--- config.mk ---
export PLATFORM = sky130hd
export DESIGN_NAME = programmable_clock_divider
export DESIGN_NICKNAME = d
export VERILOG_FILES = /design/src/rtl/clkdiv_pkg.sv /design/src/rtl/clkdiv_channel.sv /design/src/rtl/programmable_clock_divider.sv
export SDC_FILE = /design/constraint.sdc
export NUM_CORES = 1
export LEC_CHECK = 0
export ABC_AREA = 0
export ABC_CLOCK_PERIOD_IN_PS = 2300
export CAP_MARGIN = 20
export CORE_AREA = 2 2 134 136
export DETAILED_ROUTE_END_ITERATION = 6
export DIE_AREA = 0 0 136 138
export GPL_ROUTABILITY_DRIVEN = 0
export GPL_TIMING_DRIVEN = 1
export MAX_ROUTING_LAYER = met4
export PLACE_DENSITY = 0.73
export SLEW_MARGIN = 5
export SYNTH_ARGS = -nofsm -noshare
export SYNTH_HDL_FRONTEND = slang
export SYNTH_SLANG_ARGS = --single-unit
--- constraint.sdc ---
create_clock -name clock -period 2.3 [get_ports clock]
set_input_delay 0.46 -clock clock [delete_from_list [all_inputs] [get_ports clock]]
set_output_delay 0.46 -clock clock [all_outputs]
set_load 0.02 [all_outputs]
--- src/rtl/clkdiv_pkg.sv ---
// Shared defaults and helpers for the multi-channel synchronous clock divider.
package clkdiv_pkg;

  localparam int DEF_CNT_WIDTH = 16;
  localparam int DEF_DIV       = 65535;

  // Channel-select width; a single channel still needs a 1-bit select.
  function automatic int chan_w(input int channels);
    return (channels > 1) ? $clog2(channels) : 1;
  endfunction

endpackage

--- src/rtl/clkdiv_channel.sv ---
// One divider channel: counter, shadow divisor, registered tick and square output.
// Tick rises D+1 enabled cycles after a period start; pending divisor swaps in only at a boundary.
module clkdiv_channel
  import clkdiv_pkg::*;
#(
  parameter int                   CNT_WIDTH   = DEF_CNT_WIDTH,
  parameter logic [CNT_WIDTH-1:0] DEFAULT_DIV = CNT_WIDTH'(DEF_DIV)
) (
  input  logic                 clock,
  input  logic                 reset,
  input  logic                 enable,
  input  logic                 clear,
  input  logic                 wr,
  input  logic [CNT_WIDTH-1:0] wr_div,
  output logic                 pend,
  output logic                 tick,
  output logic                 sq
);

  logic [CNT_WIDTH-1:0] cnt;
  logic [CNT_WIDTH-1:0] div_act;
  logic [CNT_WIDTH-1:0] div_pend;

  always_ff @(posedge clock) begin
    if (reset) begin
      cnt      <= '0;
      div_act  <= DEFAULT_DIV;
      div_pend <= '0;
      pend     <= 1'b0;
      tick     <= 1'b0;
      sq       <= 1'b0;
    end else begin
      if (clear) begin
        cnt  <= '0;
        sq   <= 1'b0;
        tick <= 1'b0;
        if (pend) begin
          div_act <= div_pend;
          pend    <= 1'b0;
        end
      end else if (enable) begin
        if (cnt == div_act) begin
          cnt  <= '0;
          tick <= 1'b1;
          sq   <= ~sq;
          if (pend) begin
            div_act <= div_pend;
            pend    <= 1'b0;
          end
        end else begin
          cnt  <= cnt + 1'b1;
          tick <= 1'b0;
        end
      end else begin
        tick <= 1'b0;
      end
      // A write is only accepted while pend is low, so it never races the swap above.
      if (wr) begin
        div_pend <= wr_div;
        pend     <= 1'b1;
      end
    end
  end

endmodule

--- src/rtl/programmable_clock_divider.sv ---
// Multi-channel synchronous divider producing enable ticks and 50% squares from one clock.
// cfg_ready is low for a channel while its previous divisor write is still pending.
module programmable_clock_divider
  import clkdiv_pkg::*;
#(
  parameter int CHANNELS    = 4,
  parameter int CNT_WIDTH   = DEF_CNT_WIDTH,
  parameter int DEFAULT_DIV = DEF_DIV,
  parameter int CHAN_W      = chan_w(CHANNELS)
) (
  input  logic                 clock,
  input  logic                 reset,
  input  logic                 enable,
  input  logic                 sync_clear,
  input  logic                 cfg_valid,
  output logic                 cfg_ready,
  input  logic [CHAN_W-1:0]    cfg_chan,
  input  logic [CNT_WIDTH-1:0] cfg_div,
  output logic [CHANNELS-1:0]  tick,
  output logic [CHANNELS-1:0]  sq
);

  logic [CHANNELS-1:0] pend;
  logic [CHANNELS-1:0] wr;

  // Selects beyond CHANNELS stay ready so such writes complete and are dropped.
  always_comb begin
    cfg_ready = 1'b1;
    for (int i = 0; i < CHANNELS; i++) begin
      if (cfg_chan == CHAN_W'(i)) cfg_ready = ~pend[i];
    end
  end

  for (genvar i = 0; i < CHANNELS; i++) begin : g_chan
    assign wr[i] = cfg_valid && cfg_ready && (cfg_chan == CHAN_W'(i));

    clkdiv_channel #(
      .CNT_WIDTH   (CNT_WIDTH),
      .DEFAULT_DIV (CNT_WIDTH'(DEFAULT_DIV))
    ) u_chan (
      .clock  (clock),
      .reset  (reset),
      .enable (enable),
      .clear  (sync_clear),
      .wr     (wr[i]),
      .wr_div (cfg_div),
      .pend   (pend[i]),
      .tick   (tick[i]),
      .sq     (sq[i])
    );
  end

endmodule

# ---- After elaboration in Yosys (flattened, before gate mapping)
# Index checks and enable logic that the tools add are counted.
dict set report word_totals {
  ff_bits 204
  latch_bits 0
  mem_bits_rw 0
  rom_bits 0
  inputBits 23
  output_inout_bits 9
  word_cells 121
  memories 0
}
dict set report classes {
  n_addsub 4
  mul 0
  div 0
  magnitude_cmp 0
  n_eq_ne 7
  shifts 0
  n_mux 44
  bitwise_logic 9
  reduce_logical 33
}
# op n
set ops {}
lappend ops {{two-way mux 16 bit} 20}
lappend ops {{adder 16 x 1 -> 16 bit (second input constant)} 4}
lappend ops {{equality test 16 bit} 4}
lappend ops {{two-way mux 1 bit} 24}
lappend ops {{AND reduction 2 bit} 12}
lappend ops {{nonzero test 3 bit} 8}
lappend ops {{nonzero test 2 bit} 5}
lappend ops {{inverter 1 bit} 9}
lappend ops {{logical AND 1 bit} 5}
lappend ops {{equality test 2 bit (second input constant)} 2}
lappend ops {{OR reduction 3 bit} 1}
lappend ops {{equality test 2 x 1 -> 1 bit (second input constant)} 1}
lappend ops {{logical NOT 2 bit} 1}
lappend ops {{OR reduction 2 bit} 1}

# ---- Depth between registers and ports, before layout
# Gate-level depths: netlist of run 1.
dict set report depth {
  ltp_word 9
  depth_mapped 7
  ltp_nobuf 6
}

# ---- By module
# Synthesis of run 1 repeated with hierarchy kept, for this count alone.
dict set report unflattened {
  cells_unflattened 1251
  area_unflattened_um2 10371.2
}
# mod n_inst cells_each area_each_um2 seq_area_each_um2
set by_module_without_submodules {}
lappend by_module_without_submodules {clkdiv_channel 4 311 2577.5 1021.0}
lappend by_module_without_submodules {programmable_clock_divider 1 7 61.3 0.0}

# ---- Worst setup path before layout of run 1
# Ideal clock, no wire load.
dict set report synth_timing {
  path_kind {reg-to-reg}
  startpoint {register g_chan[3].u_chan.cnt[11]}
  endpoint {register g_chan[3].u_chan.div_act[10]}
  setup_time_ns 0.119
  arrival_time_ns 1.864
  required_ns 2.181
  slack_ns 0.318
  path_stages_with_launch 8
  n_path_buf 2
  synth_period_minus_slack_ns 1.982
  path_cell_list {dfxtp_1 -> xor2_1 -> nor4_1 -> nand3_1 -> or4_1 -> buf_2 -> buf_6 -> o221a_1}
}
dict set report synth_between {
  elab_chain_cells 3
}
# item line
set synth_lines {}
lappend synth_lines {{from (decl)} clkdiv_channel.sv:20} ;# logic [CNT_WIDTH-1:0] cnt;
lappend synth_lines {{from (signal assigned)} clkdiv_channel.sv:51} ;# cnt <= cnt + 1'b1;
lappend synth_lines {{equality test 16 bit} clkdiv_channel.sv:42} ;# if (cnt == div_act) begin
lappend synth_lines {{nonzero test 2 bit (no line)} n/a}
lappend synth_lines {{AND reduction 2 bit (no line)} n/a}
lappend synth_lines {{to (signal assigned)} clkdiv_channel.sv:38} ;# div_act <= div_pend;
lappend synth_lines {{to (signal assigned)} clkdiv_channel.sv:47} ;# div_act <= div_pend;
lappend synth_lines {{to (decl)} clkdiv_channel.sv:21} ;# logic [CNT_WIDTH-1:0] div_act;
# No other way between the ends.
# A chain may end at the register's enable or synchronous reset.

# ---- Final worst setup path of run 1
dict set report layout_timing {
  startpoint {input port cfg_chan[0]}
  endpoint {output port cfg_ready}
}
dict set report layout_between {
  elab_chain_cells 5
  word_cells_on_any_way 8
  cone_classes {eq/ne: 3; mux: 4; reduce/logical: 1}
}
# item line
set layout_lines {}
lappend layout_lines {{from (decl)} programmable_clock_divider.sv:17} ;# input logic [CHAN_W-1:0] cfg_chan,
lappend layout_lines {{logical NOT 2 bit} programmable_clock_divider.sv:30} ;# if (cfg_chan == CHAN_W'(i)) cfg_ready = ~pend[i];
lappend layout_lines {{two-way mux 1 bit (3 in a row)} programmable_clock_divider.sv:30}
lappend layout_lines {{two-way mux 1 bit (*)} programmable_clock_divider.sv:30}
lappend layout_lines {{to (decl)} programmable_clock_divider.sv:16} ;# output logic cfg_ready,
# Mark *: on every way between the ends. The rest lies on a longest branch, timed or not.

==> results.json, run 1 <==
{
  "port_buffers": 31,
  "cp_common_cell": "o21ai_0",
  "async_flop_share": 0,
  "dr_total_vias": 6799,
  "ys_seq_elements": 204,
  "grt_first_pass_wirelength_um": 32570,
  "finalMaxSlewViolations": 0,
  "avgSynthCellArea_um2": 8.978,
  "maxSlewHeadroom": 0.3155,
  "ios": 32,
  "antenna_cells": 0,
  "clkSinkCount": 204,
  "cp.arrival_ns": 1.66,
  "setup_tns_ns": 0,
  "synth-edff-count": 0,
  "rr_endpoint": "g_chan[3].u_chan.div_act[2]",
  "worst_path_largest_cell_delay_ns": 0.56,
  "ys_warn_count": 0,
  "fin_worst_skew_ns": 0.01300,
  "synth_ff_type": "dfxtp_1",
  "wire_per_inst_um": 16.12,
  "critPathLaunchType": "primary input",
  "cp_data_required_time_ns": 1.84,
  "grt_max_degree": 36,
  "synth.distinct_cells": 35,
  "critPathKind": "in -> out",
  "hold-worst-slack_ns": 0.2980,
  "end_kind": "output pin",
  "setup_viol": 0,
  "dp_hpwl_um": 13380,
  "syn-num-nets": 977,
  "syn_to_final_growth_pct": 18.44,
  "clockBufferDepth": 3,
  "fin_crit_sh": 0.9223,
  "clk_pin_slew_ns": 0.06,
  "die-height_um": 138,
  "tightest_slew_ns": 1.023,
  "post-route-min-period_ns": 2.121,
  "vias_per_cell": 5.483,
  "max-vdd-ir-drop_uv": 650.8,
  "slowest_stage": "clkdlybuf4s50_1",
  "netlist_instances": 950,
  "ys_seq_area_frac": 0.4788,
  "core_region_area_mm2": 0.01753,
  "cap_violations": 0,
  "critPathLaunch": "cfg_chan[0]",
  "hold_buffers": 0,
  "crit_chain": "clkdlybuf4s50_1 > nor2b_1 > o21ai_0 > o21ai_0 > clkbuf_2",
  "grt_usage": 0.2192,
  "antenna_found_initial": 0,
  "reg2reg_from": "g_chan[3].u_chan.div_act[0]",
  "fillers": 1570,
  "drt_iter0_markers": 485,
  "dp_cells": 1199,
  "synth_area_mm2": 0.008529,
  "cts_root_buf": "clkbuf_16",
  "worstPathMaxFanout": 6,
  "leakagePower_nw": 3.440,
  "outcome": "finished, final reports clean",
  "cts.repair.resized": 1,
  "globalRouteOverflowTotal": 0,
  "rsz0062_at_grt": "false",
  "hp-class": "in -> reg",
  "cts_tree": "done",
  "design_power_total_mw": 8.093,
  "r2r_slack_ns": 0.21,
  "totalWireLength_um": 19990,
  "reg2regPathDepth": 6,
  "drc": 0,
  "initial_core_util": 0.4864,
  "final_cells": 1240,
  "grt_pass1_vias": 6505,
  "p_per_area_mw_per_mm2": 801.1,
  "crit_path_end": "cfg_ready",
  "final-hold-violation-count": 0,
  "placed_cell_area_mm2": 0.009264,
  "clkLatencyLatePin_ns": 0.50,
  "first_pass_iters": 5,
  "dieWidth_um": 136,
  "max_freq_mhz": 471.4,
  "ant_nets": 0,
  "row_count": 49,
  "fin_nets": 1022,
  "post_cts_buffers": 0,
  "dieArea_mm2": 0.01877,
  "cts_max_level": 1,
  "drive_above_1_share": 0.1019,
  "fin_area_mm2": 0.01010,
  "numCtsBuffers": 22
}
## metrics by stage
step,util,setup WS [ns]
after floorplan,-,0.3178
final,0.5761,0.1788
after CTS,0.5756,0.04492
after global routing,0.5761,0.05765
after global placement,0.5283,-0.2023
after detailed placement,0.5283,-0.2210
## flip-flops by register name, indices dropped and copies added, names as in the netlist
signal,cells
g_chan.u_chan.div_act,64
g_chan.u_chan.pend,4
g_chan.u_chan.cnt,64
g_chan.u_chan.div_pend,64
g_chan.u_chan.tick,4
g_chan.u_chan.sq,4
## routing by layer
layer,vias to the layer above,share of wire,GRT usage
li1,3388,-,-
met1,3251,0.46,0.2869
met2,119,0.47,0.3483
met3,41,0.037,0.03044
met4,0,0.028,0.07346
met5,-,0,-
## worst min path at each step
stage	startpoint	endpoint	slack [ns]	cells after the start
after floorplan	g_chan[0].u_chan.div_pend[0]	g_chan[0].u_chan.div_pend[0]	0.44	2
after global placement	g_chan[0].u_chan.div_pend[14]	g_chan[0].u_chan.div_pend[14]	0.44	2
after detailed placement	g_chan[0].u_chan.div_pend[15]	g_chan[0].u_chan.div_pend[15]	0.45	2
after CTS	reset	g_chan[1].u_chan.pend	0.29	2
after global routing	reset	g_chan[1].u_chan.pend	0.30	2
final	reset	g_chan[1].u_chan.pend	0.30	2
## worst max-delay path: cells and delay by family
kind | cells | cell delay [ns]
compound gates | 2 | 0.23
buf+inv | 2 | 0.78
simple gates | 1 | 0.20
## report_power, final
group | leakage, nW | internal [mW] | total (mW) | switching, mW
Clock | 0.405 | 2.53 | 3.92 | 1.39
Combinational | 1.38 | 0.202 | 0.459 | 0.256
Sequential | 1.65 | 3.63 | 3.71 | 0.0789
## synthesized netlist by cell type (all sizes together), types with 14 or more instances
| master | n | area, µm² |
|---|---|---|
| nand2 | 152 | 570.6 |
| nor3 | 20 | 115.1 |
| nand2b | 17 | 106.4 |
| dfxtp | 204 | 4084 |
| o21ai | 26 | 130.1 |
| nand3b | 16 | 120.1 |
| a21oi | 67 | 335.3 |
| o221a | 16 | 180.2 |
| xor2 | 90 | 788.3 |
| nor2 | 85 | 319.1 |
| nand3 | 32 | 160.2 |
| buf | 16 | 105.1 |
| nand4 | 14 | 87.58 |
| o32a | 48 | 480.5 |
| clkbuf | 45 | 168.9 |
| xnor2 | 34 | 297.8 |
## layout make-up
class / count / area (µm²) / share of cell area
Sequential cell: 204 / 4084 / 0.4043
Inverter: 10 / 37.54 / 0.003716
Multi-Input combinational cell: 675 / 4144 / 0.4102
Clock buffer: 34 / 696.9 / 0.06899
Clock inverter: 6 / 132.6 / 0.01313
Timing Repair Buffer: 82 / 720.7 / 0.07134
Tap cell: 229 / 286.5 / 0.02836
## cells in the final DEF (no fill, tap or decap), drive strengths merged, types with 2 or more instances in the layout
cell / n
clkdlybuf4s50: 29
buf: 52
nor4: 12
o22ai: 4
nor2: 85
nand4: 14
mux2i: 5
ha: 4
nand2b: 17
xor2: 90
and4: 7
nand2: 152
nor2b: 3
dfxtp: 204
inv: 10
a21oi: 67
o221a: 16
xnor2: 34
or3: 6
or4: 2
o41a: 3
bufinv: 4
o32a: 48
nor3: 20
and3: 10
o21ai: 26
nand3b: 16
clkbuf: 35
or2: 2
nand3: 32
## cell families after synthesis
logic type	synth area share
AOI/OAI and AO/OA	0.1389
xor gates and xnor gates	0.1273
adders and majority gates	0.005868
buffers and inverters	0.03653
DFF	0.4788
muxes	0.005868
and+or+nand+nor	0.2067
Note: power is estimated with default switching activity, not from simulation.
==> run 2, diff against run 1 <==
CTS_CLUSTER_SIZE = 24   (was default)
==> results of run 2 <==
Final layout, timing and power as in run 1 (identical DEF).
==> run 3, diff against run 2 <==
CAP_MARGIN = 25   (was 20)
CORE_AREA = 2 2 157 159   (was 2 2 134 136)
DIE_AREA = 0 0 159 161   (was 0 0 136 138)
PLACE_DENSITY = 0.51   (was 0.73)
==> run 3 against run 2 <==
Final cell count rose by 8.5%. Final area rose by 1.6%. Clock skew fell by 0.0039 ns. Sequential cell count did not move. Register-to-register slack got worse by 0.04 ns. Core utilization fell by 15 points. Total power fell by 3.1%. Global-route usage fell by 4.6 points. Maximum frequency fell by 1.5%. Die area rose by 36%.
==> results.json, run 3 (synthesized netlist as in run 1, its figures left out) <==
{
  "r2r_slack_ns": 0.17,
  "setup_viol": 0,
  "rsz0062_at_grt": "false",
  "cts_max_level": 1,
  "clockBufferDepth": 3,
  "port_buffers": 31,
  "antenna_cells": 0,
  "clkSinkCount": 204,
  "switchingPower_mw": 1.782,
  "fillers": 2429,
  "dieWidth_um": 159,
  "dp_hpwl_um": 14860,
  "leakagePower_nw": 3.468,
  "fin_worst_skew_ns": 0.009083,
  "worstPathMaxFanout": 5,
  "seqPwrFrac": 0.473,
  "largestRegisters": "g_chan.u_chan.cnt x64, g_chan.u_chan.div_act x64, g_chan.u_chan.div_pend x64",
  "tightest_slew_ns": 0.5918,
  "final_util": 0.4285,
  "clkPwrFrac": 0.466,
  "wire_per_inst_um": 16.12,
  "placed_cell_area_mm2": 0.009485,
  "combPwrFrac": 0.061,
  "totalWireLength_um": 21680,
  "initial_core_util": 0.3559,
  "post_cts_buffers": 0,
  "outcome": "finished, final reports clean",
  "max-vdd-ir-drop_uv": 493.2,
  "cts_tree": "done",
  "cp_data_required_time_ns": 1.84,
  "first_pass_iters": 5,
  "numCtsBuffers": 23,
  "globalRouteOverflowTotal": 0,
  "dieArea_mm2": 0.02560,
  "critPathKind": "in -> out",
  "p_per_area_mw_per_mm2": 763.8,
  "cts_root_buf": "clkbuf_16",
  "fin_area_mm2": 0.01027,
  "design_power_total_mw": 7.842,
  "end_kind": "output pin",
  "cap_violations": 0,
  "drive_above_1_share": 0.1068,
  "grt_usage": 0.1733,
  "cts.repair.resized": 1,
  "final-hold-violation-count": 0,
  "post-route-min-period_ns": 2.154,
  "row_count": 57,
  "grt_max_degree": 51,
  "netSwitchingFraction": 0.2273,
  "core_region_area_mm2": 0.02396,
  "hold_buffers": 0,
  "grt_first_pass_wirelength_um": 35110,
  "maxSlewHeadroom": 0.6025,
  "ios": 32,
  "finalMaxSlewViolations": 0,
  "vias_per_cell": 4.994,
  "die-height_um": 161,
  "max_freq_mhz": 464.2,
  "fin_nets": 1033,
  "layout_commonest_cell": "dfxtp_1",
  "grt_pass1_vias": 6340,
  "ant_nets": 0,
  "drc": 0,
  "syn_to_final_growth_pct": 20.37,
  "clk_pin_slew_ns": 0.06,
  "clkLatencyLatePin_ns": 0.51,
  "hp-class": "in -> reg",
  "drt_iter0_markers": 466,
  "dr_total_vias": 6717,
  "internal_power_mw": 6.060,
  "antenna_found_initial": 0,
  "cp.arrival_ns": 1.69,
  "fin_crit_sh": 0.9366,
  "critPathLaunchType": "primary input",
  "layout_common_cells": "204 x dfxtp_1, 152 x nand2_1, 90 x xor2_1, 85 x nor2_1, 67 x a21oi_1"
}
[run 3: worst paths after layout]
check	end	cells past startpoint	from
worst min-delay path	g_chan[0].u_chan.div_pend[3]	3	reset
worst max-delay path	cfg_ready	5	cfg_chan[0]
worst max register to register	g_chan[3].u_chan.div_act[1]	6	g_chan[3].u_chan.div_act[6]
worst min register to register	g_chan[1].u_chan.div_pend[15]	2	g_chan[1].u_chan.div_pend[15]
[run 3: cell type report]
cell class	instances	area [µm²]	share of cell area
Tap cell	324	405.4	0.03948
Inverter	10	37.54	0.003656
Timing Repair Buffer	92	855.8	0.08335
Multi-Input combinational cell	675	4138	0.4030
Clock buffer	34	666.9	0.06495
Clock inverter	6	80.08	0.007799
Sequential cell	204	4084	0.3978
[run 3: power groups by stage]
stage / registers, mW / logic (mW) / clock network (mW)
finish: 3.71 / 0.475 / 3.65
global route: 3.72 / 0.525 / 3.88
CTS: 3.71 / 0.471 / 3.73
detailed placement: 3.79 / 0.471 / 0
global placement: 3.79 / 0.466 / 0
floorplan: 3.76 / 0.278 / 0
[run 3: critical path, cell delays in order]
cell,delay (ns)
clkdlybuf4s50_1,0.53
nor2b_1,0.19
o21ai_0,0.10
o21ai_0,0.07
dlygate4sd2_1,0.35
[run 3: per-stage QoR]
step                      instances  TNS (ns)  hold WS, ns  setup WS, ns
final                          1345         0       0.4313        0.1458
after global routing           1345         0       0.4560       0.03301
after CTS                      1341         0       0.4181       0.04920
after detailed placement       1301    -3.169       0.4472       -0.1421
after global placement         1301    -2.196       0.4460       -0.1346
after floorplan                 950         0       0.4365        0.3178
[run 3: metal layers]
metal  vias to the layer above  global-route usage  part of all wire  routed length, µm
li1                       3416                   -                 -                  -
met1                      3163              0.2377              0.49              10660
met2                       110              0.2719              0.45               9830
met3                        28             0.02311             0.036                784
met4                         0             0.04298             0.019                405
met5                         -                   -                 0                  0
